## config.mk

```make
export PLATFORM = sky130hd
export DESIGN_NAME = asrv32_encoder_flat
export DESIGN_NICKNAME = d
export VERILOG_FILES = /design/src/rtl/asrv32_encoder_pkg.sv /design/src/rtl/asrv32_encoder_if.sv /design/src/rtl/asrv32_enc_fifo2.sv /design/src/rtl/asrv32_encoder.sv /design/src/flat_wrapper.sv
export SDC_FILE = /design/constraint.sdc
export NUM_CORES = 1
export LEC_CHECK = 0
export ABC_AREA = 1
export BUFFER_PORTS_ARGS = -buffer_cell sky130_fd_sc_hd__buf_2
export CAP_MARGIN = 0
export CORE_AREA = 2 2 103 105
export CTS_CLUSTER_SIZE = 40
export DETAILED_ROUTE_END_ITERATION = 6
export DIE_AREA = 0 0 105 107
export PLACE_DENSITY = 0.73
export SKIP_LAST_GASP = 1
export SYNTH_ARGS = -nofsm -noshare
export SYNTH_HDL_FRONTEND = slang
export SYNTH_SLANG_ARGS = --single-unit
```

## constraint.sdc

```tcl
create_clock -name i_clk -period 3.94 [get_ports i_clk]
set_input_delay 0.394 -clock i_clk [delete_from_list [all_inputs] [get_ports i_clk]]
set_output_delay 0.394 -clock i_clk [all_outputs]
set_load 0.005 [all_outputs]
```

## src/rtl/asrv32_encoder_pkg.sv

```systemverilog
// Shared constants for the RV32I instruction encoder: one-hot field
// widths and bit positions, 7-bit major opcodes, funct3 codes, the FIFO
// payload type and a small immediate-range helper.
package asrv32_encoder_pkg;

    localparam int OPCODE_WIDTH = 11;
    localparam int ALU_WIDTH    = 14;

    // one-hot bit positions of i_opcode
    localparam int OP_RTYPE  = 0;
    localparam int OP_ITYPE  = 1;
    localparam int OP_LOAD   = 2;
    localparam int OP_STORE  = 3;
    localparam int OP_BRANCH = 4;
    localparam int OP_JAL    = 5;
    localparam int OP_JALR   = 6;
    localparam int OP_LUI    = 7;
    localparam int OP_AUIPC  = 8;
    localparam int OP_SYSTEM = 9;
    localparam int OP_FENCE  = 10;

    // one-hot bit positions of i_alu_op
    localparam int ALU_ADD  = 0;
    localparam int ALU_SUB  = 1;
    localparam int ALU_SLT  = 2;
    localparam int ALU_SLTU = 3;
    localparam int ALU_XOR  = 4;
    localparam int ALU_OR   = 5;
    localparam int ALU_AND  = 6;
    localparam int ALU_SLL  = 7;
    localparam int ALU_SRL  = 8;
    localparam int ALU_SRA  = 9;
    localparam int ALU_EQ   = 10;
    localparam int ALU_NEQ  = 11;
    localparam int ALU_GE   = 12;
    localparam int ALU_GEU  = 13;

    localparam logic [6:0] OPC_RTYPE  = 7'b0110011;
    localparam logic [6:0] OPC_ITYPE  = 7'b0010011;
    localparam logic [6:0] OPC_LOAD   = 7'b0000011;
    localparam logic [6:0] OPC_STORE  = 7'b0100011;
    localparam logic [6:0] OPC_BRANCH = 7'b1100011;
    localparam logic [6:0] OPC_JAL    = 7'b1101111;
    localparam logic [6:0] OPC_JALR   = 7'b1100111;
    localparam logic [6:0] OPC_LUI    = 7'b0110111;
    localparam logic [6:0] OPC_AUIPC  = 7'b0010111;
    localparam logic [6:0] OPC_SYSTEM = 7'b1110011;
    localparam logic [6:0] OPC_FENCE  = 7'b0001111;

    localparam logic [2:0] F3_ADD_SUB = 3'b000;
    localparam logic [2:0] F3_SLL     = 3'b001;
    localparam logic [2:0] F3_SLT     = 3'b010;
    localparam logic [2:0] F3_SLTU    = 3'b011;
    localparam logic [2:0] F3_XOR     = 3'b100;
    localparam logic [2:0] F3_SRL_SRA = 3'b101;
    localparam logic [2:0] F3_OR      = 3'b110;
    localparam logic [2:0] F3_AND     = 3'b111;
    localparam logic [2:0] F3_BEQ     = 3'b000;
    localparam logic [2:0] F3_BNE     = 3'b001;
    localparam logic [2:0] F3_BLT     = 3'b100;
    localparam logic [2:0] F3_BGE     = 3'b101;
    localparam logic [2:0] F3_BLTU    = 3'b110;
    localparam logic [2:0] F3_BGEU    = 3'b111;

    localparam logic [6:0] F7_ALT = 7'b0100000;

    typedef struct packed {
        logic        illegal;
        logic [31:0] inst;
    } enc_entry_t;

    // true when v survives truncation to a bits-wide two's complement value
    function automatic logic fits_signed(input logic [31:0] v, input int bits);
        logic signed [31:0] sh;
        sh = $signed(v) >>> (bits - 1);
        return (sh == '0) || (sh == '1);
    endfunction

endpackage

```

## src/rtl/asrv32_encoder_if.sv

```systemverilog
// Encoder bus: decoded-field input handshake, encoded-word output
// handshake and the emitted-instruction counter.
// master = field producer / word consumer, slave = encoder.
interface asrv32_encoder_if #(parameter int CNT_W = 16);
    import asrv32_encoder_pkg::*;

    logic                    i_in_valid;
    logic                    o_in_ready;
    logic [OPCODE_WIDTH-1:0] i_opcode;
    logic [ALU_WIDTH-1:0]    i_alu_op;
    logic [2:0]              i_funct3;
    logic [4:0]              i_rs1_addr;
    logic [4:0]              i_rs2_addr;
    logic [4:0]              i_rd_addr;
    logic [31:0]             i_imm;
    logic                    o_out_valid;
    logic                    i_out_ready;
    logic [31:0]             o_inst;
    logic                    o_illegal;
    logic [CNT_W-1:0]        o_count;

    modport master (
        output i_in_valid, i_opcode, i_alu_op, i_funct3, i_rs1_addr,
               i_rs2_addr, i_rd_addr, i_imm, i_out_ready,
        input  o_in_ready, o_out_valid, o_inst, o_illegal, o_count
    );

    modport slave (
        input  i_in_valid, i_opcode, i_alu_op, i_funct3, i_rs1_addr,
               i_rs2_addr, i_rd_addr, i_imm, i_out_ready,
        output o_in_ready, o_out_valid, o_inst, o_illegal, o_count
    );

endinterface

```

## src/rtl/asrv32_enc_fifo2.sv

```systemverilog
// Two-entry FIFO decoupling the encoder from its consumer. The caller
// never pushes while full nor pops while empty; pointers are single bits.
module asrv32_enc_fifo2 #(
    parameter int W = 33
) (
    input  logic         i_clk,
    input  logic         i_rst_n,
    input  logic         push_valid,
    input  logic [W-1:0] push_data,
    output logic         pop_valid,
    input  logic         pop_ready,
    output logic [W-1:0] pop_data,
    output logic [1:0]   occupancy
);

    logic [W-1:0] mem [2];
    logic         wr_ptr;
    logic         rd_ptr;
    logic         pop;

    assign pop       = pop_valid & pop_ready;
    assign pop_valid = (occupancy != 2'd0);
    assign pop_data  = pop_valid ? mem[rd_ptr] : '0;

    // pointer and occupancy bookkeeping
    always_ff @(posedge i_clk or negedge i_rst_n) begin
        if (!i_rst_n) begin
            wr_ptr    <= 1'b0;
            rd_ptr    <= 1'b0;
            occupancy <= 2'd0;
        end else begin
            if (push_valid) wr_ptr <= ~wr_ptr;
            if (pop)        rd_ptr <= ~rd_ptr;
            occupancy <= occupancy + {1'b0, push_valid} - {1'b0, pop};
        end
    end

    // storage needs no reset: reads are masked to zero while empty
    always_ff @(posedge i_clk) begin
        if (push_valid) mem[wr_ptr] <= push_data;
    end

endmodule

```

## src/rtl/asrv32_encoder.sv

```systemverilog
// Packs decoded RV32I fields back into a 32-bit instruction word.
// Optional immediate range checking is enabled by defining
// ASRV32_ENC_RANGECHK_EN; otherwise out-of-range bits are truncated.
module asrv32_encoder
    import asrv32_encoder_pkg::*;
#(
    parameter int CNT_W = 16
) (
    input  logic              i_clk,
    input  logic              i_rst_n,
    asrv32_encoder_if.slave   bus
);

`ifdef ASRV32_ENC_RANGECHK_EN
    localparam bit RANGECHK = 1'b1;
`else
    localparam bit RANGECHK = 1'b0;
`endif

    localparam logic [OPCODE_WIDTH-1:0] OH_RTYPE  = OPCODE_WIDTH'(1) << OP_RTYPE;
    localparam logic [OPCODE_WIDTH-1:0] OH_ITYPE  = OPCODE_WIDTH'(1) << OP_ITYPE;
    localparam logic [OPCODE_WIDTH-1:0] OH_LOAD   = OPCODE_WIDTH'(1) << OP_LOAD;
    localparam logic [OPCODE_WIDTH-1:0] OH_STORE  = OPCODE_WIDTH'(1) << OP_STORE;
    localparam logic [OPCODE_WIDTH-1:0] OH_BRANCH = OPCODE_WIDTH'(1) << OP_BRANCH;
    localparam logic [OPCODE_WIDTH-1:0] OH_JAL    = OPCODE_WIDTH'(1) << OP_JAL;
    localparam logic [OPCODE_WIDTH-1:0] OH_JALR   = OPCODE_WIDTH'(1) << OP_JALR;
    localparam logic [OPCODE_WIDTH-1:0] OH_LUI    = OPCODE_WIDTH'(1) << OP_LUI;
    localparam logic [OPCODE_WIDTH-1:0] OH_AUIPC  = OPCODE_WIDTH'(1) << OP_AUIPC;
    localparam logic [OPCODE_WIDTH-1:0] OH_SYSTEM = OPCODE_WIDTH'(1) << OP_SYSTEM;
    localparam logic [OPCODE_WIDTH-1:0] OH_FENCE  = OPCODE_WIDTH'(1) << OP_FENCE;

    localparam logic [ALU_WIDTH-1:0] AH_ADD  = ALU_WIDTH'(1) << ALU_ADD;
    localparam logic [ALU_WIDTH-1:0] AH_SUB  = ALU_WIDTH'(1) << ALU_SUB;
    localparam logic [ALU_WIDTH-1:0] AH_SLT  = ALU_WIDTH'(1) << ALU_SLT;
    localparam logic [ALU_WIDTH-1:0] AH_SLTU = ALU_WIDTH'(1) << ALU_SLTU;
    localparam logic [ALU_WIDTH-1:0] AH_XOR  = ALU_WIDTH'(1) << ALU_XOR;
    localparam logic [ALU_WIDTH-1:0] AH_OR   = ALU_WIDTH'(1) << ALU_OR;
    localparam logic [ALU_WIDTH-1:0] AH_AND  = ALU_WIDTH'(1) << ALU_AND;
    localparam logic [ALU_WIDTH-1:0] AH_SLL  = ALU_WIDTH'(1) << ALU_SLL;
    localparam logic [ALU_WIDTH-1:0] AH_SRL  = ALU_WIDTH'(1) << ALU_SRL;
    localparam logic [ALU_WIDTH-1:0] AH_SRA  = ALU_WIDTH'(1) << ALU_SRA;
    localparam logic [ALU_WIDTH-1:0] AH_EQ   = ALU_WIDTH'(1) << ALU_EQ;
    localparam logic [ALU_WIDTH-1:0] AH_NEQ  = ALU_WIDTH'(1) << ALU_NEQ;
    localparam logic [ALU_WIDTH-1:0] AH_GE   = ALU_WIDTH'(1) << ALU_GE;
    localparam logic [ALU_WIDTH-1:0] AH_GEU  = ALU_WIDTH'(1) << ALU_GEU;

    logic             ready_q;
    logic             push;
    logic [1:0]       occupancy;
    enc_entry_t       push_data;
    enc_entry_t       pop_data;
    logic             pop_valid;
    logic [CNT_W-1:0] count;

    logic [31:0] imm;
    logic [2:0]  alu_f3;
    logic        alu_alt;
    logic        alu_r_ok;
    logic        alu_shift;
    logic [2:0]  br_f3;
    logic        br_ok;
    logic [31:0] raw;
    logic        bad;

    assign imm = bus.i_imm;

    // ALU-op to funct3 for register/immediate and branch forms
    always_comb begin
        alu_f3    = F3_ADD_SUB;
        alu_alt   = 1'b0;
        alu_r_ok  = 1'b1;
        alu_shift = 1'b0;
        br_f3     = F3_BEQ;
        br_ok     = 1'b1;
        case (bus.i_alu_op)
            AH_ADD:  alu_f3 = F3_ADD_SUB;
            AH_SUB:  alu_alt = 1'b1;
            AH_SLT:  alu_f3 = F3_SLT;
            AH_SLTU: alu_f3 = F3_SLTU;
            AH_XOR:  alu_f3 = F3_XOR;
            AH_OR:   alu_f3 = F3_OR;
            AH_AND:  alu_f3 = F3_AND;
            AH_SLL:  begin alu_f3 = F3_SLL;     alu_shift = 1'b1; end
            AH_SRL:  begin alu_f3 = F3_SRL_SRA; alu_shift = 1'b1; end
            AH_SRA:  begin alu_f3 = F3_SRL_SRA; alu_shift = 1'b1; alu_alt = 1'b1; end
            default: alu_r_ok = 1'b0;
        endcase
        case (bus.i_alu_op)
            AH_EQ:   br_f3 = F3_BEQ;
            AH_NEQ:  br_f3 = F3_BNE;
            AH_SLT:  br_f3 = F3_BLT;
            AH_GE:   br_f3 = F3_BGE;
            AH_SLTU: br_f3 = F3_BLTU;
            AH_GEU:  br_f3 = F3_BGEU;
            default: br_ok = 1'b0;
        endcase
    end

    // pack fields by instruction format; any violation zeroes the word
    always_comb begin
        raw = '0;
        bad = 1'b0;
        case (bus.i_opcode)
            OH_RTYPE: begin
                bad = !alu_r_ok;
                raw = {alu_alt ? F7_ALT : 7'b0, bus.i_rs2_addr, bus.i_rs1_addr,
                       alu_f3, bus.i_rd_addr, OPC_RTYPE};
            end
            OH_ITYPE: begin
                bad = !alu_r_ok || (bus.i_alu_op == AH_SUB);
                if (alu_shift) begin
                    raw = {alu_alt ? F7_ALT : 7'b0, imm[4:0], bus.i_rs1_addr,
                           alu_f3, bus.i_rd_addr, OPC_ITYPE};
                    if (RANGECHK && imm[11:5] != 7'b0) bad = 1'b1;
                end else begin
                    raw = {imm[11:0], bus.i_rs1_addr, alu_f3, bus.i_rd_addr, OPC_ITYPE};
                    if (RANGECHK && !fits_signed(imm, 12)) bad = 1'b1;
                end
            end
            OH_LOAD, OH_JALR, OH_SYSTEM, OH_FENCE: begin
                unique case (bus.i_opcode)
                    OH_LOAD:   raw[6:0] = OPC_LOAD;
                    OH_JALR:   raw[6:0] = OPC_JALR;
                    OH_SYSTEM: raw[6:0] = OPC_SYSTEM;
                    default:   raw[6:0] = OPC_FENCE;
                endcase
                raw[31:7] = {imm[11:0], bus.i_rs1_addr, bus.i_funct3, bus.i_rd_addr};
                // fence carries pred/succ bits here, so it is not range-checked
                if (RANGECHK && bus.i_opcode != OH_FENCE && !fits_signed(imm, 12)) bad = 1'b1;
            end
            OH_STORE: begin
                raw = {imm[11:5], bus.i_rs2_addr, bus.i_rs1_addr, bus.i_funct3,
                       imm[4:0], OPC_STORE};
                if (RANGECHK && !fits_signed(imm, 12)) bad = 1'b1;
            end
            OH_BRANCH: begin
                bad = !br_ok;
                raw = {imm[12], imm[10:5], bus.i_rs2_addr, bus.i_rs1_addr, br_f3,
                       imm[4:1], imm[11], OPC_BRANCH};
                if (RANGECHK && (!fits_signed(imm, 13) || imm[0])) bad = 1'b1;
            end
            OH_JAL: begin
                raw = {imm[20], imm[10:1], imm[11], imm[19:12], bus.i_rd_addr, OPC_JAL};
                if (RANGECHK && (!fits_signed(imm, 21) || imm[0])) bad = 1'b1;
            end
            OH_LUI, OH_AUIPC: begin
                raw = {imm[31:12], bus.i_rd_addr,
                       (bus.i_opcode == OH_LUI) ? OPC_LUI : OPC_AUIPC};
                if (RANGECHK && imm[11:0] != 12'b0) bad = 1'b1;
            end
            default: bad = 1'b1;
        endcase
        push_data.illegal = bad;
        push_data.inst    = bad ? 32'b0 : raw;
    end

    // input ready is held low through reset and rises on the first edge after
    always_ff @(posedge i_clk or negedge i_rst_n) begin
        if (!i_rst_n) ready_q <= 1'b0;
        else          ready_q <= 1'b1;
    end

    assign bus.o_in_ready = ready_q && (occupancy != 2'd2);
    assign push           = bus.i_in_valid && bus.o_in_ready;

    asrv32_enc_fifo2 #(.W($bits(enc_entry_t))) u_fifo (
        .i_clk      (i_clk),
        .i_rst_n    (i_rst_n),
        .push_valid (push),
        .push_data  (push_data),
        .pop_valid  (pop_valid),
        .pop_ready  (bus.i_out_ready),
        .pop_data   (pop_data),
        .occupancy  (occupancy)
    );

    assign bus.o_out_valid = pop_valid;
    assign bus.o_inst      = pop_data.inst;
    assign bus.o_illegal   = pop_data.illegal;

    // count words taken by the consumer, wrapping naturally
    always_ff @(posedge i_clk or negedge i_rst_n) begin
        if (!i_rst_n)                          count <= '0;
        else if (pop_valid && bus.i_out_ready) count <= count + 1'b1;
    end

    assign bus.o_count = count;

endmodule

```

## src/flat_wrapper.sv

```systemverilog
// flat-port wrapper written by rule: the top's interface ports become plain ports
module asrv32_encoder_flat import asrv32_encoder_pkg::*;
#(
    parameter int CNT_W = 16
)
  (i_clk, i_rst_n, bus_i_in_valid, bus_i_opcode, bus_i_alu_op, bus_i_funct3, bus_i_rs1_addr, bus_i_rs2_addr, bus_i_rd_addr, bus_i_imm, bus_i_out_ready, bus_o_in_ready, bus_o_out_valid, bus_o_inst, bus_o_illegal, bus_o_count);
  asrv32_encoder_if #(.CNT_W(CNT_W)) bus_i ();
  input  logic i_clk;
  input  logic i_rst_n;
  input wire logic [$bits(bus_i.i_in_valid)-1:0] bus_i_in_valid;
  input wire logic [$bits(bus_i.i_opcode)-1:0] bus_i_opcode;
  input wire logic [$bits(bus_i.i_alu_op)-1:0] bus_i_alu_op;
  input wire logic [$bits(bus_i.i_funct3)-1:0] bus_i_funct3;
  input wire logic [$bits(bus_i.i_rs1_addr)-1:0] bus_i_rs1_addr;
  input wire logic [$bits(bus_i.i_rs2_addr)-1:0] bus_i_rs2_addr;
  input wire logic [$bits(bus_i.i_rd_addr)-1:0] bus_i_rd_addr;
  input wire logic [$bits(bus_i.i_imm)-1:0] bus_i_imm;
  input wire logic [$bits(bus_i.i_out_ready)-1:0] bus_i_out_ready;
  output wire logic [$bits(bus_i.o_in_ready)-1:0] bus_o_in_ready;
  output wire logic [$bits(bus_i.o_out_valid)-1:0] bus_o_out_valid;
  output wire logic [$bits(bus_i.o_inst)-1:0] bus_o_inst;
  output wire logic [$bits(bus_i.o_illegal)-1:0] bus_o_illegal;
  output wire logic [$bits(bus_i.o_count)-1:0] bus_o_count;
  assign bus_i.i_in_valid = bus_i_in_valid;
  assign bus_i.i_opcode = bus_i_opcode;
  assign bus_i.i_alu_op = bus_i_alu_op;
  assign bus_i.i_funct3 = bus_i_funct3;
  assign bus_i.i_rs1_addr = bus_i_rs1_addr;
  assign bus_i.i_rs2_addr = bus_i_rs2_addr;
  assign bus_i.i_rd_addr = bus_i_rd_addr;
  assign bus_i.i_imm = bus_i_imm;
  assign bus_i.i_out_ready = bus_i_out_ready;
  assign bus_o_in_ready = bus_i.o_in_ready;
  assign bus_o_out_valid = bus_i.o_out_valid;
  assign bus_o_inst = bus_i.o_inst;
  assign bus_o_illegal = bus_i.o_illegal;
  assign bus_o_count = bus_i.o_count;
  asrv32_encoder #(.CNT_W(CNT_W)) u_core (.i_clk(i_clk), .i_rst_n(i_rst_n), .bus(bus_i));
endmodule
```

==> results.yml <==
route:
  drc: 0
  vias: 3982
  drt_first_pass_iters: 4
  met2_length_um: 5440
  postRouteAntennaNets: 0
  wl_met3_um: 883
  totalWireLength_um: 11200
  highest_layer: "met4"
  drtIter0Drc: 231
  routedWlPerCell_um: 14.0
  via_per_inst: 5.01
  wl_met1_um: 4580
critical_path:
  worstPathMaxFanout: 20
  worstPathRequired_ns: 3.55
  crit_type: "flop to primary output"
  critPathSlowestCell: "nor2_2"
  startpoint: "u_core.u_fifo.occupancy[1]"
  regToRegStartpoint: "u_core.u_fifo.occupancy[1]"
  ff2ff_path_depth: 3
  worstSetupEndpointType: "primary output"
  cp_cell_sequence: "nor2_2 -> buf_4 -> a21oi_1 -> buf_2"
  start_kind: "flop"
  critPathArrivalTime_ns: 2.07
  cpPeakStageDelay_ns: 0.66
logic_synthesis:
  syn_avg_cell_area_um2: 8.97
  syn_nets: 608
  ys_seq_elements: 85
  synthCells: 526
  ys_types: 42
  syn-cell-area_um2: 4720
  yosys_warnings: 0
  ys_seq_area_share_pct: 51.9
clock_tree:
  cts_setup_buffers: 0
  clockRootBuffer: "clkbuf_8"
  cts_resized: 0
  ctsHoldBuffers: 0
  numClockSinks: 85
  clk_pin_slew_worst_paths_ns: 0.08
  numCtsBuffers: 9
  clk_latency_ns: 0.34
  h-tree-depth: 3
  cts_tree: "done"
  clk_path_buf_depth: 2
timing:
  min_period_ns: 2.46
  fin_crit_sh_pct: 62.5
  maxSlewViolCount: 0
  tightest_slew_ns: 1.05
  fmax_mhz: 406
  clock_skew_ns: 0.00421
  setup_tns_ns: 0
  finalSetupViolations: 0
  fin_ws_ns: 1.48
  finalHoldWorstSlack_ns: -0.00577
  rsz0062_at_grt: "no"
  slew_headroom_pct: 29.7
  finalHoldViolations: 20
cells_and_area:
  fillers: 933
  diodes: 0
  area_growth_pct: 20.0
  final_area_um2: 5670
  finalNetCount: 736
  final_common_cell: "nand2_1"
  multi_input_area_um2: 2010
  most-common-layout-cells: "nand2_1, buf_2, edfxtp_1"
  drive_above_1_share_pct: 31.3
  regArea_um2: 2450
global_route:
  grt_first_pass_wirelength_um: 18000
  grt-ovfl-total: 0
  grt_max_degree: 34
  antenna_found_initial: 0
  grt_usage_pct: 20.3
  grt_pass1_vias: 3950
placement:
  place_congestion: 0.883
  hpwl_um: 8320
  place_area_um2: 5480
  port_buffers: 129
  dpl_worst_slack_ns: 1.58
status:
  status: "finished with violations"
  violations: "negative hold slack"
power_and_ir_drop:
  fin_total_pwr_w: 0.00275
  p_leak_nw: 2.57
  p_per_area_nw_per_um2: 485
  ir_drop_v: 0.000230
die:
  dieArea_um2: 11200
  initial_utilization_pct: 46.8
  dieHeight_um: 107
  std_cell_rows: 37
  core_um2: 10100
  io-pin-count: 130
  die_w_um: 105
worst_hold_path:
  worstHoldPathType: "primary input to asynchronous set/reset pin"
flow_run:
  maxCapViolations: 0
[stage by stage]
stage / util, % / cells
global placement: 54.3 / 779
global route: 56.1 / 795
floorplan: - / 526
CTS: 56.1 / 795
finish: 56.1 / 795
detailed placement: 54.3 / 779
[synthesized netlist by cell type, drive strengths merged]
cell / count / share of area (%)
dfrtp: 21 / 11
conb: 1 / 0.079
edfxtp: 64 / 41
clkinv: 1 / 0.079
xor2: 12 / 2.2
ha: 3 / 0.80
nor2: 51 / 7.1
clkbuf: 10 / 0.80
xnor2: 8 / 1.5
a21boi: 2 / 0.32
nor3b: 2 / 0.42
or2b: 1 / 0.16
and3: 2 / 0.27
nand2: 180 / 15
buf: 4 / 0.93
nand4: 8 / 1.2
o21ai: 6 / 0.64
inv: 50 / 4.0
nand3b: 2 / 0.32
nand3: 27 / 3.2
o31ai: 1 / 0.16
nor3: 7 / 1.1
nor2b: 1 / 0.13
a21oi: 62 / 7.7
[flip-flops by register name (all words and copies together) (netlist names)]
name and cells:
u_core.u_fifo.rd_ptr 1, u_core.u_fifo.mem 64, u_core.u_fifo.wr_ptr 1, u_core.u_fifo.occupancy 2, u_core.bus.o_count 16, u_core.ready_q 1
[area by class of cell]
cell class / instances / area share [%]
Sequential cell: 85 / 43.2
Multi-Input combinational cell: 376 / 35.6
Timing Repair Buffer: 131 / 11.7
Inverter: 51 / 3.38
Tap cell: 136 / 3.00
Clock buffer: 10 / 2.25
Clock inverter: 6 / 0.950
[cell families (layout without fill, tap and decap cells)]
| group | after synthesis | count (layout) | synth area share, % |
|---|---|---|---|
| simple gates | 281 | 281 | 29.0 |
| flops | 85 | 85 | 51.9 |
| compound gates | 71 | 71 | 8.80 |
| buf+inv | 65 | 198 | 5.78 |
| xor+xnor | 20 | 20 | 3.71 |
| fa+ha+maj | 3 | 3 | 0.795 |
| other cells | 1 | 1 | 0.0795 |
[power by group]
part | internal, W | switching, W | total, W
Sequential | 0.00111 | 0.0000745 | 0.00119
Clock | 0.000286 | 0.000292 | 0.000578
Combinational | 0.000383 | 0.000597 | 0.000981
[layer usage]
layer,global-route usage (%),vias up
met5,0,-
met4,8.00,0
met3,4.68,21
met2,35.9,160
met1,24.0,1818
li1,-,1983
[final timing paths]
check                                                 to  slack [ns]
worst max-delay path                       bus_o_inst[6]        1.48
min in group i_clk               u_core.u_fifo.mem[1][7]        0.43
worst max register to register  u_core.u_fifo.mem[0][18]        1.91
worst min-delay path               u_core.bus.o_count[6]      -0.006
max in group asynchronous           u_core.u_fifo.rd_ptr        3.63
worst min register to register    u_core.bus.o_count[15]        0.47
[critical path: cells and delay by family, from the launching register on]
kind	cells	cell delay, ns
compound gates	1	0.11
buf+inv	2	0.53
flops	1	0.42
simple gates	1	0.66
(Power assumes the default switching activity.)
